## src/rtl/pw_capture_sequencer.sv

```systemverilog
// Capture lifecycle sequencer for the front-end sniffing path (fe_clk domain).
// Arms on a rising arm request, waits for a match, delays, then gates capture until length/full/abort.
module pw_capture_sequencer #(
  parameter int pDELAY_WIDTH = 20,
  parameter int pLEN_WIDTH   = 16
) (
  input  logic                    fe_clk,
  input  logic                    reset_n,
  input  logic                    I_arm,
  input  logic                    I_match,
  input  logic [pDELAY_WIDTH-1:0] I_delay,
  input  logic [pLEN_WIDTH-1:0]   I_capture_len,
  input  logic                    I_data_wr,
  input  logic                    I_fifo_full,
  output logic                    O_capture_enable,
  output logic                    O_armed,
  output logic                    O_capturing,
  output logic                    O_done,
  output logic                    O_overflow,
  output logic [pLEN_WIDTH-1:0]   O_byte_count,
  output logic [2:0]              O_state
);

  typedef enum logic [2:0] {
    IDLE    = 3'd0,
    ARMED   = 3'd1,
    DELAY   = 3'd2,
    CAPTURE = 3'd3,
    DONE    = 3'd4
  } state_t;

  state_t                  r_state;
  state_t                  w_state_next;
  logic                    r_arm_d;
  logic                    w_arm_rise;
  logic                    w_latch;
  logic [pDELAY_WIDTH-1:0] r_delay;
  logic [pDELAY_WIDTH-1:0] r_delay_cnt;
  logic [pDELAY_WIDTH-1:0] w_delay_cnt_next;
  logic [pLEN_WIDTH-1:0]   r_len;
  logic [pLEN_WIDTH-1:0]   r_count;
  logic [pLEN_WIDTH-1:0]   w_count_next;
  logic [pLEN_WIDTH-1:0]   w_count_inc;
  logic                    r_overflow;
  logic                    w_overflow_next;

  assign w_arm_rise  = I_arm & ~r_arm_d;
  assign w_count_inc = (r_count == '1) ? r_count : r_count + 1'b1;

  // Abort (arm low) outranks every other event in the active states.
  always_comb begin
    w_state_next     = r_state;
    w_delay_cnt_next = r_delay_cnt;
    w_count_next     = r_count;
    w_overflow_next  = r_overflow;
    w_latch          = 1'b0;
    case (r_state)
      IDLE: begin
        if (w_arm_rise) begin
          w_state_next    = ARMED;
          w_latch         = 1'b1;
          w_count_next    = '0;
          w_overflow_next = 1'b0;
        end
      end
      ARMED: begin
        if (!I_arm) begin
          w_state_next = IDLE;
        end else if (I_match) begin
          if (r_delay == '0) begin
            w_state_next = CAPTURE;
          end else begin
            w_state_next     = DELAY;
            w_delay_cnt_next = r_delay - 1'b1;
          end
        end
      end
      DELAY: begin
        if (!I_arm) begin
          w_state_next = IDLE;
        end else if (r_delay_cnt == '0) begin
          w_state_next = CAPTURE;
        end else begin
          w_delay_cnt_next = r_delay_cnt - 1'b1;
        end
      end
      CAPTURE: begin
        if (!I_arm) begin
          w_state_next = IDLE;
        end else begin
          if (I_data_wr) begin
            w_count_next = w_count_inc;
          end
          // A full FIFO on the final byte still counts that byte.
          if (I_fifo_full) begin
            w_state_next    = DONE;
            w_overflow_next = 1'b1;
          end else if (I_data_wr && (r_len != '0) && (w_count_inc == r_len)) begin
            w_state_next = DONE;
          end
        end
      end
      DONE: begin
        if (!I_arm) begin
          w_state_next = IDLE;
        end
      end
      default: begin
        w_state_next = IDLE;
      end
    endcase
  end

  always_ff @(posedge fe_clk) begin
    if (!reset_n) begin
      r_state <= IDLE;
    end else begin
      r_state <= w_state_next;
    end
  end

  always_ff @(posedge fe_clk) begin
    if (!reset_n) begin
      r_arm_d     <= 1'b0;
      r_delay     <= '0;
      r_len       <= '0;
      r_delay_cnt <= '0;
      r_count     <= '0;
      r_overflow  <= 1'b0;
    end else begin
      r_arm_d     <= I_arm;
      r_delay_cnt <= w_delay_cnt_next;
      r_count     <= w_count_next;
      r_overflow  <= w_overflow_next;
      if (w_latch) begin
        r_delay <= I_delay;
        r_len   <= I_capture_len;
      end
    end
  end

  // Status flags decode the next state so they switch on the same edge as O_state.
  always_ff @(posedge fe_clk) begin
    if (!reset_n) begin
      O_state          <= 3'd0;
      O_armed          <= 1'b0;
      O_capturing      <= 1'b0;
      O_capture_enable <= 1'b0;
      O_done           <= 1'b0;
    end else begin
      O_state          <= w_state_next;
      O_armed          <= (w_state_next == ARMED);
      O_capturing      <= (w_state_next == DELAY) || (w_state_next == CAPTURE);
      O_capture_enable <= (w_state_next == CAPTURE);
      O_done           <= (w_state_next == DONE);
    end
  end

  assign O_byte_count = r_count;
  assign O_overflow   = r_overflow;

endmodule

```

## config.mk

```make
export PLATFORM = sky130hd
export DESIGN_NAME = pw_capture_sequencer
export DESIGN_NICKNAME = d
export VERILOG_FILES = /design/src/rtl/pw_capture_sequencer.sv
export SDC_FILE = /design/constraint.sdc
export NUM_CORES = 1
export LEC_CHECK = 0
export ABC_AREA = 1
export CAP_MARGIN = 25
export CORE_ASPECT_RATIO = 0.9
export CORE_MARGIN = 2
export CORE_UTILIZATION = 34
export CTS_CLUSTER_DIAMETER = 150
export DETAILED_ROUTE_END_ITERATION = 7
export RECOVER_POWER = 100
export SYNTH_ARGS = -nofsm -noshare
export SYNTH_HDL_FRONTEND = slang
export SYNTH_SLANG_ARGS = --single-unit
export TNS_END_PERCENT = 50
```

## constraint.sdc

```tcl
create_clock -name fe_clk -period 2 [get_ports fe_clk]
set_input_delay 0.4 -clock fe_clk [delete_from_list [all_inputs] [get_ports fe_clk]]
set_output_delay 0.4 -clock fe_clk [all_outputs]
set_load 0.05 [all_outputs]
```

==> results of run 1 <==
worst max-delay path: cells and delay by family (launching register included):
kind | cells | cell delay, ns
DFF | 1 | 0.37
adders and majority gates | 1 | 0.15
buffers and inverters | 3 | 0.30
and+or+nand+nor | 8 | 0.86
AOI/OAI and AO/OA | 2 | 0.31
cells in the final DEF (no fill, tap or decap), types with 13 or more instances in the layout:
cell type,count
clkdlybuf4s50_1,49
xor2_1,13
nand2_2,26
nand2_1,136
nor2_1,65
inv_1,80
o21ai_0,53
buf_6,15
nand4_1,18
dfxtp_1,62
nand3_1,33
buf_4,106
a21oi_1,67
flip-flops by register name (all words and copies together), names as in the netlist:
name	flops
r_arm_d	1
r_delay	20
O_byte_count	16
O_state	3
O_capture_enable	1
O_done	1
O_overflow	1
O_capturing	1
r_delay_cnt	20
O_armed	1
r_len	16
through the flow:
stage / std cells / hold slack [ns] / instance area [sq um]
finish: 1073 / 0.469 / 7240
CTS: 1055 / 0.472 / 6750
floorplan: 723 / 0.444 / 4750
global route: 1073 / 0.485 / 7240
detailed placement: 1035 / 0.463 / 6260
global placement: 1035 / 0.463 / 6260
final cells by class:
class / instances / area (sq um) / share of cell area (%)
Clock buffer: 12 / 258 / 3.56
Clock inverter: 2 / 36.3 / 0.501
Timing Repair Buffer: 190 / 1620 / 22.4
Inverter: 96 / 378 / 5.22
Tap cell: 168 / 210 / 2.91
Multi-Input combinational cell: 524 / 3060 / 42.2
Sequential cell: 81 / 1680 / 23.2
cells by family after synthesis:
group | Yosys count | synth area share [%]
AND/OR/NAND/NOR | 342 | 32.5
adder cells (fa/ha/maj) | 2 | 0.538
flip-flops | 81 | 34.9
XOR/XNOR | 19 | 3.74
buffers and inverters | 122 | 10.6
AO/OA/AOI/OAI | 157 | 17.8
how the worst max path moves through the flow:
| stage | endpoint | startpoint |
|---|---|---|
| floorplan | r_delay_cnt[16] | O_state[0] |
| CTS | O_armed | O_byte_count[1] |
| detailed placement | O_byte_count[9] | I_arm |
| finish | O_capturing | O_byte_count[0] |
| global route | O_armed | O_byte_count[0] |
| global placement | O_done | O_byte_count[1] |
report_power, final:
group          switching [uW]  total, uW  internal (uW)
clock                     664       1690           1030
sequential               75.2       1770           1700
combinational             633       1150            519
what timing repair did:
item | CTS | global route
gates cloned | 3 | 1
hold endpoints to repair | 0 | 0
endpoints found under the setup margin | 29 | 29
pin swaps | 23 | 51
setup buffers | 3 | 16
gates resized for setup | 50 | 101
metal layers:
layer | up-vias | global-route usage, % | routed length (um)
met5 | - | 0 | 0
met4 | 0 | 9.38 | 338
met3 | 22 | 2.65 | 479
met2 | 127 | 35.6 | 7710
met1 | 2457 | 26.7 | 7060
li1 | 2720 | - | -
==> impl_metrics.env, run 1 <==
export IMPL_grtUsageTotal_pct=20.9
export IMPL_r2r_end="O_capturing"
export IMPL_grt_pass1_wl_um=24200
export IMPL_crit_type="reg -> reg"
export IMPL_fin_crit_sh_pct=106
export IMPL_dr_total_vias=5326
export IMPL_die_w_um=127
export IMPL_ys_warn_count=0
export IMPL_relSlewSlack_pct=58.4
export IMPL_worstSetupEndpointType="register"
export IMPL_arrival_ns=2.35
export IMPL_grt_antenna_before_repair=0
export IMPL_synth_edf_count=0
export IMPL_h_tree_depth=3
export IMPL_clk_pin_slew_worst_paths_ns=0.06
export IMPL_dp_hpwl_um=11000
export IMPL_seq_area_frac_synth_pct=34.9
export IMPL_routed_wl_um=15600
export IMPL_area_growth_pct=55.7
export IMPL_rsz0062_at_grt="true"
export IMPL_first_global_vias=5010
export IMPL_synth_most_common_cell="nand2_1"
export IMPL_status="finished, violations left"
export IMPL_drtAntennaViolNets=0
export IMPL_holdPathEnd="r_delay[16]"
export IMPL_cts_num_sinks=81
export IMPL_reg2regPathDepth=14
export IMPL_fin_ws_ns=-0.127
export IMPL_startpoint_type="register"
export IMPL_ir_drop_mv=0.374
export IMPL_synth_flop_cell="dfxtp_1"
export IMPL_cts_path_max_buffers=2
export IMPL_cp_max_fo=5
export IMPL_detail_route_first_pass_iterations=6
export IMPL_drv_slew=0
export IMPL_postSynth_asyncResetShare_pct=0
export IMPL_rows=40
export IMPL_r2r_slack_ns=-0.13
export IMPL_wl_per_cell_um=14.5
export IMPL_min_path_cells=2
export IMPL_crit_required_ns=2.23
export IMPL_ys_ff_latch=81
export IMPL_start_util_pct=34.8
export IMPL_setup_violations_final=11
export IMPL_avgSynthCellArea_sq_um=6.43
export IMPL_cpMostUsedCell="nor2_4"
export IMPL_nFillCells=1280
export IMPL_nNetsFinal=946
export IMPL_p_leak_uw=0.00330
export IMPL_yosysTopAreaCellShare_pct=34.9
export IMPL_place_ws_ns=-0.350
export IMPL_cts_root_buf="clkbuf_16"
export IMPL_violations="negative setup slack"
export IMPL_die_h_um=115
export IMPL_fin_skew_ns=0.00622
export IMPL_netlist_area_sq_um=4650
export IMPL_hold_buffers=0
export IMPL_dieArea_sq_um=14600
export IMPL_drt_iter0_drc=315
export IMPL_slowest_stage="dfxtp_4"
export IMPL_tns_ns=-0.856
export IMPL_ys_top_cells_by_area="dfxtp_1 35%, nand2_1 13%, a21oi_1 7.4%, inv_1 7.3%, o21ai_0 7.1%"
export IMPL_hold_class="reg -> reg"
export IMPL_gp_congestion=0.907
export IMPL_final_core_util_pct=54.1
export IMPL_min_period_ns=2.13
export IMPL_grt_max_degree=60
export IMPL_vias_per_cell=4.96
export IMPL_yosys_cell_types_count=36
export IMPL_cts_buffers=9
export IMPL_hold_viol=0
export IMPL_synth_common_cells="161 x nand2_1, 91 x inv_1, 85 x nor2_1, 81 x dfxtp_1, 69 x a21oi_1"
export IMPL_portBuffers=65
export IMPL_diodes=0
export IMPL_reg2reg_from="O_byte_count[0]"
export IMPL_total_power_uw=4620
export IMPL_fmax_mhz=470
export IMPL_path_cells="ha_4 > inv_2 > nor2_4 > nand2_4 > nor2_4 > buf_6 > nand2_2 > nand3b_1 > nand3_1 > nor2_1 > nand4_1 > o21ai_4 > buf_4 > a21oi_1"
export IMPL_grt_ovfl_total=0
export IMPL_drc=0
export IMPL_powerDensity_nw_per_um2=638
export IMPL_cap_violations=0
export IMPL_syn_inst=723
export IMPL_cts_tree="done"
export IMPL_netlist_top_cell_by_area="dfxtp_1"
export IMPL_cp_slowest_stage_delay_ns=0.37
export IMPL_coreArea_sq_um=13400
export IMPL_worst_pin_slew_ns=0.627
export IMPL_clk_latency_ns=0.35
export IMPL_worstHoldStart="r_delay[16]"
export IMPL_synthesis_nets=767
export IMPL_pin_count=66
export IMPL_layout_drive_gt1_share_pct=30.3
Power figures use the tool's default switching activity.
==> run 2, diff against run 1 <==
- RECOVER_POWER: 100 -> not set
==> run 2 against run 1 <==
Effect of this change: the flow still finishes with violations (negative setup slack); first-iteration DRC count shrank 3.8%; fmax is essentially flat; largest power group unchanged; combinational power is essentially flat; critical path depth grew 6; via count is essentially flat; largest cell class unchanged.
==> impl_metrics.env, run 2 (same netlist as run 1, synthesis figures left out) <==
export IMPL_fin_ws_ns=-0.125
export IMPL_grt_pass1_wl_um=24200
export IMPL_drt_iter0_drc=303
export IMPL_cts_root_buf="clkbuf_16"
export IMPL_gp_congestion=0.907
export IMPL_cts_tree="done"
export IMPL_grtUsageTotal_pct=20.9
export IMPL_worst_pin_slew_ns=0.507
export IMPL_drc=0
export IMPL_grt_ovfl_total=0
export IMPL_crit_required_ns=2.28
export IMPL_path_cells="ha_4 > inv_2 > nor2_4 > nand2_4 > buf_6 > nor2_4 > nand2_2 > buf_6 > nand2_2 > nand2_2 > nand2_1 > inv_1 > nand2_1 > nor2_1 > nand2_1 > nor2_2 > nand2_2 > nand2_2 > nand2_2 > a21oi_2"
export IMPL_rsz0062_at_grt="true"
export IMPL_hold_viol=0
export IMPL_dp_hpwl_um=11000
export IMPL_first_global_vias=5010
export IMPL_cp_max_fo=4
export IMPL_clk_latency_ns=0.35
export IMPL_hold_class="reg -> reg"
export IMPL_powerDensity_nw_per_um2=635
export IMPL_arrival_ns=2.40
export IMPL_routed_wl_um=15500
export IMPL_place_inst=1035
export IMPL_fmax_mhz=471
export IMPL_rows=40
export IMPL_crit_type="reg -> reg"
export IMPL_final_common_cell="nand2_1"
export IMPL_grt_antenna_before_repair=0
export IMPL_h_tree_depth=3
export IMPL_nFillCells=1269
export IMPL_drv_slew=0
export IMPL_fin_cells=1073
export IMPL_cts_buffers=9
export IMPL_relSlewSlack_pct=66.2
export IMPL_drtAntennaViolNets=0
export IMPL_die_h_um=115
export IMPL_portBuffers=65
export IMPL_wl_per_cell_um=14.5
export IMPL_clk_pin_slew_worst_paths_ns=0.06
export IMPL_worstSetupEndpointType="register"
export IMPL_min_period_ns=2.13
export IMPL_nNetsFinal=946
export IMPL_startpoint_type="register"
export IMPL_pin_count=66
export IMPL_total_power_uw=4620
export IMPL_vias_per_cell=4.96
export IMPL_cp_slowest_stage_delay_ns=0.36
export IMPL_setup_violations_final=11
export IMPL_detail_route_first_pass_iterations=5
export IMPL_diodes=0
export IMPL_cts_path_max_buffers=2
export IMPL_reg_top3="r_delay (20), r_delay_cnt (20)"
export IMPL_cpMostUsedCell="nand2_2"
export IMPL_p_leak_uw=0.00333
export IMPL_die_w_um=127
export IMPL_cts_num_sinks=81
export IMPL_critical_path_top_delay_family="simple AND/OR/NAND/NOR gates"
export IMPL_cp_buffers_inverters=4
export IMPL_place_ws_ns=-0.350
export IMPL_cap_violations=0
export IMPL_ir_drop_mv=0.373
export IMPL_status="finished, violations left"
export IMPL_grt_max_degree=60
export IMPL_layout_drive_gt1_share_pct=31.2
export IMPL_final_cell_mix="136 x nand2_1, 115 x buf_4, 80 x inv_1"
export IMPL_coreArea_sq_um=13400
export IMPL_start_util_pct=34.8
export IMPL_dr_total_vias=5327
export IMPL_area_growth_pct=56.3
export IMPL_violations="negative setup slack"
export IMPL_dieArea_sq_um=14600
export IMPL_fin_crit_sh_pct=106
export IMPL_fin_skew_ns=0.00645
export IMPL_slowest_stage="dfxtp_4"
[run 2: changes by cell type in the layout (fill, tap and decap cells not counted), sizes merged]
cell,delta
clkbuf,-9
buf,+9
[run 2: where the power goes]
part           total [uW]  internal [uW]  switching [uW]  leakage [uW]
registers            1770           1700            75.3      0.000676
clock network        1690           1030             661      0.000144
logic                1150            521             633       0.00251
[run 2: worst paths after layout]
check | slack, ns | cells after the start | end | startpoint
max | -0.13 | 20 | O_state[2] | O_byte_count[0]
min | 0.47 | 2 | r_delay[16] | r_delay[16]
max reg2reg | -0.13 | 20 | O_state[2] | O_byte_count[0]
min reg2reg | 0.47 | 2 | r_delay[16] | r_delay[16]
[run 2: stage by stage]
| stage | setup TNS, ns | hold WS (ns) | util [%] | area, sq um |
|---|---|---|---|---|
| floorplan | -0.124 | 0.444 | - | 4750 |
| global placement | -8.14 | 0.463 | 46.9 | 6260 |
| detailed placement | -8.59 | 0.463 | 46.9 | 6260 |
| CTS | -0.419 | 0.472 | 50.5 | 6750 |
| global route | -2.73 | 0.485 | 54.4 | 7270 |
| finish | -0.835 | 0.470 | 54.4 | 7270 |
[run 2: area by class of cell]
class / instances / area (sq um) / area share [%]
clock buffer: 12 / 258 / 3.55
clock inverter: 2 / 36.3 / 0.499
inverter: 96 / 378 / 5.20
multi-input combinational: 524 / 3060 / 42.1
sequential: 81 / 1680 / 23.1
tap: 168 / 210 / 2.89
timing repair buffer: 190 / 1650 / 22.7
[run 2: worst register-to-register path, stage by stage, from the launching register on]
cell and delay, ns:
dfxtp_4 0.36, ha_4 0.17, inv_2 0.06, nor2_4 0.04, nand2_4 0.12, buf_6 0.14
nor2_4 0.04, nand2_2 0.08, buf_6 0.10, nand2_2 0.05, nand2_2 0.08, nand2_1 0.06
inv_1 0.05, nand2_1 0.04, nor2_1 0.14, nand2_1 0.09, nor2_2 0.11, nand2_2 0.07
nand2_2 0.07, nand2_2 0.06, a21oi_2 0.13
[run 2: metal layers]
metal  global-route usage (%)  part of all wire [%]
met4                     9.38                   2.2
met1                     26.7                    45
met3                     2.65                   3.3
met5                        0                     0
met2                     35.6                    49
[run 2: what timing repair did]
| item | in CTS | in global routing |
|---|---|---|
| endpoints found under the setup margin | 29 | 29 |
| hold endpoints to repair | 0 | 0 |
| setup buffers | 3 | 16 |
| gates resized for setup | 50 | 101 |
| hold buffers | 0 | 0 |
| cloned | 3 | 1 |
| pin swaps | 23 | 51 |
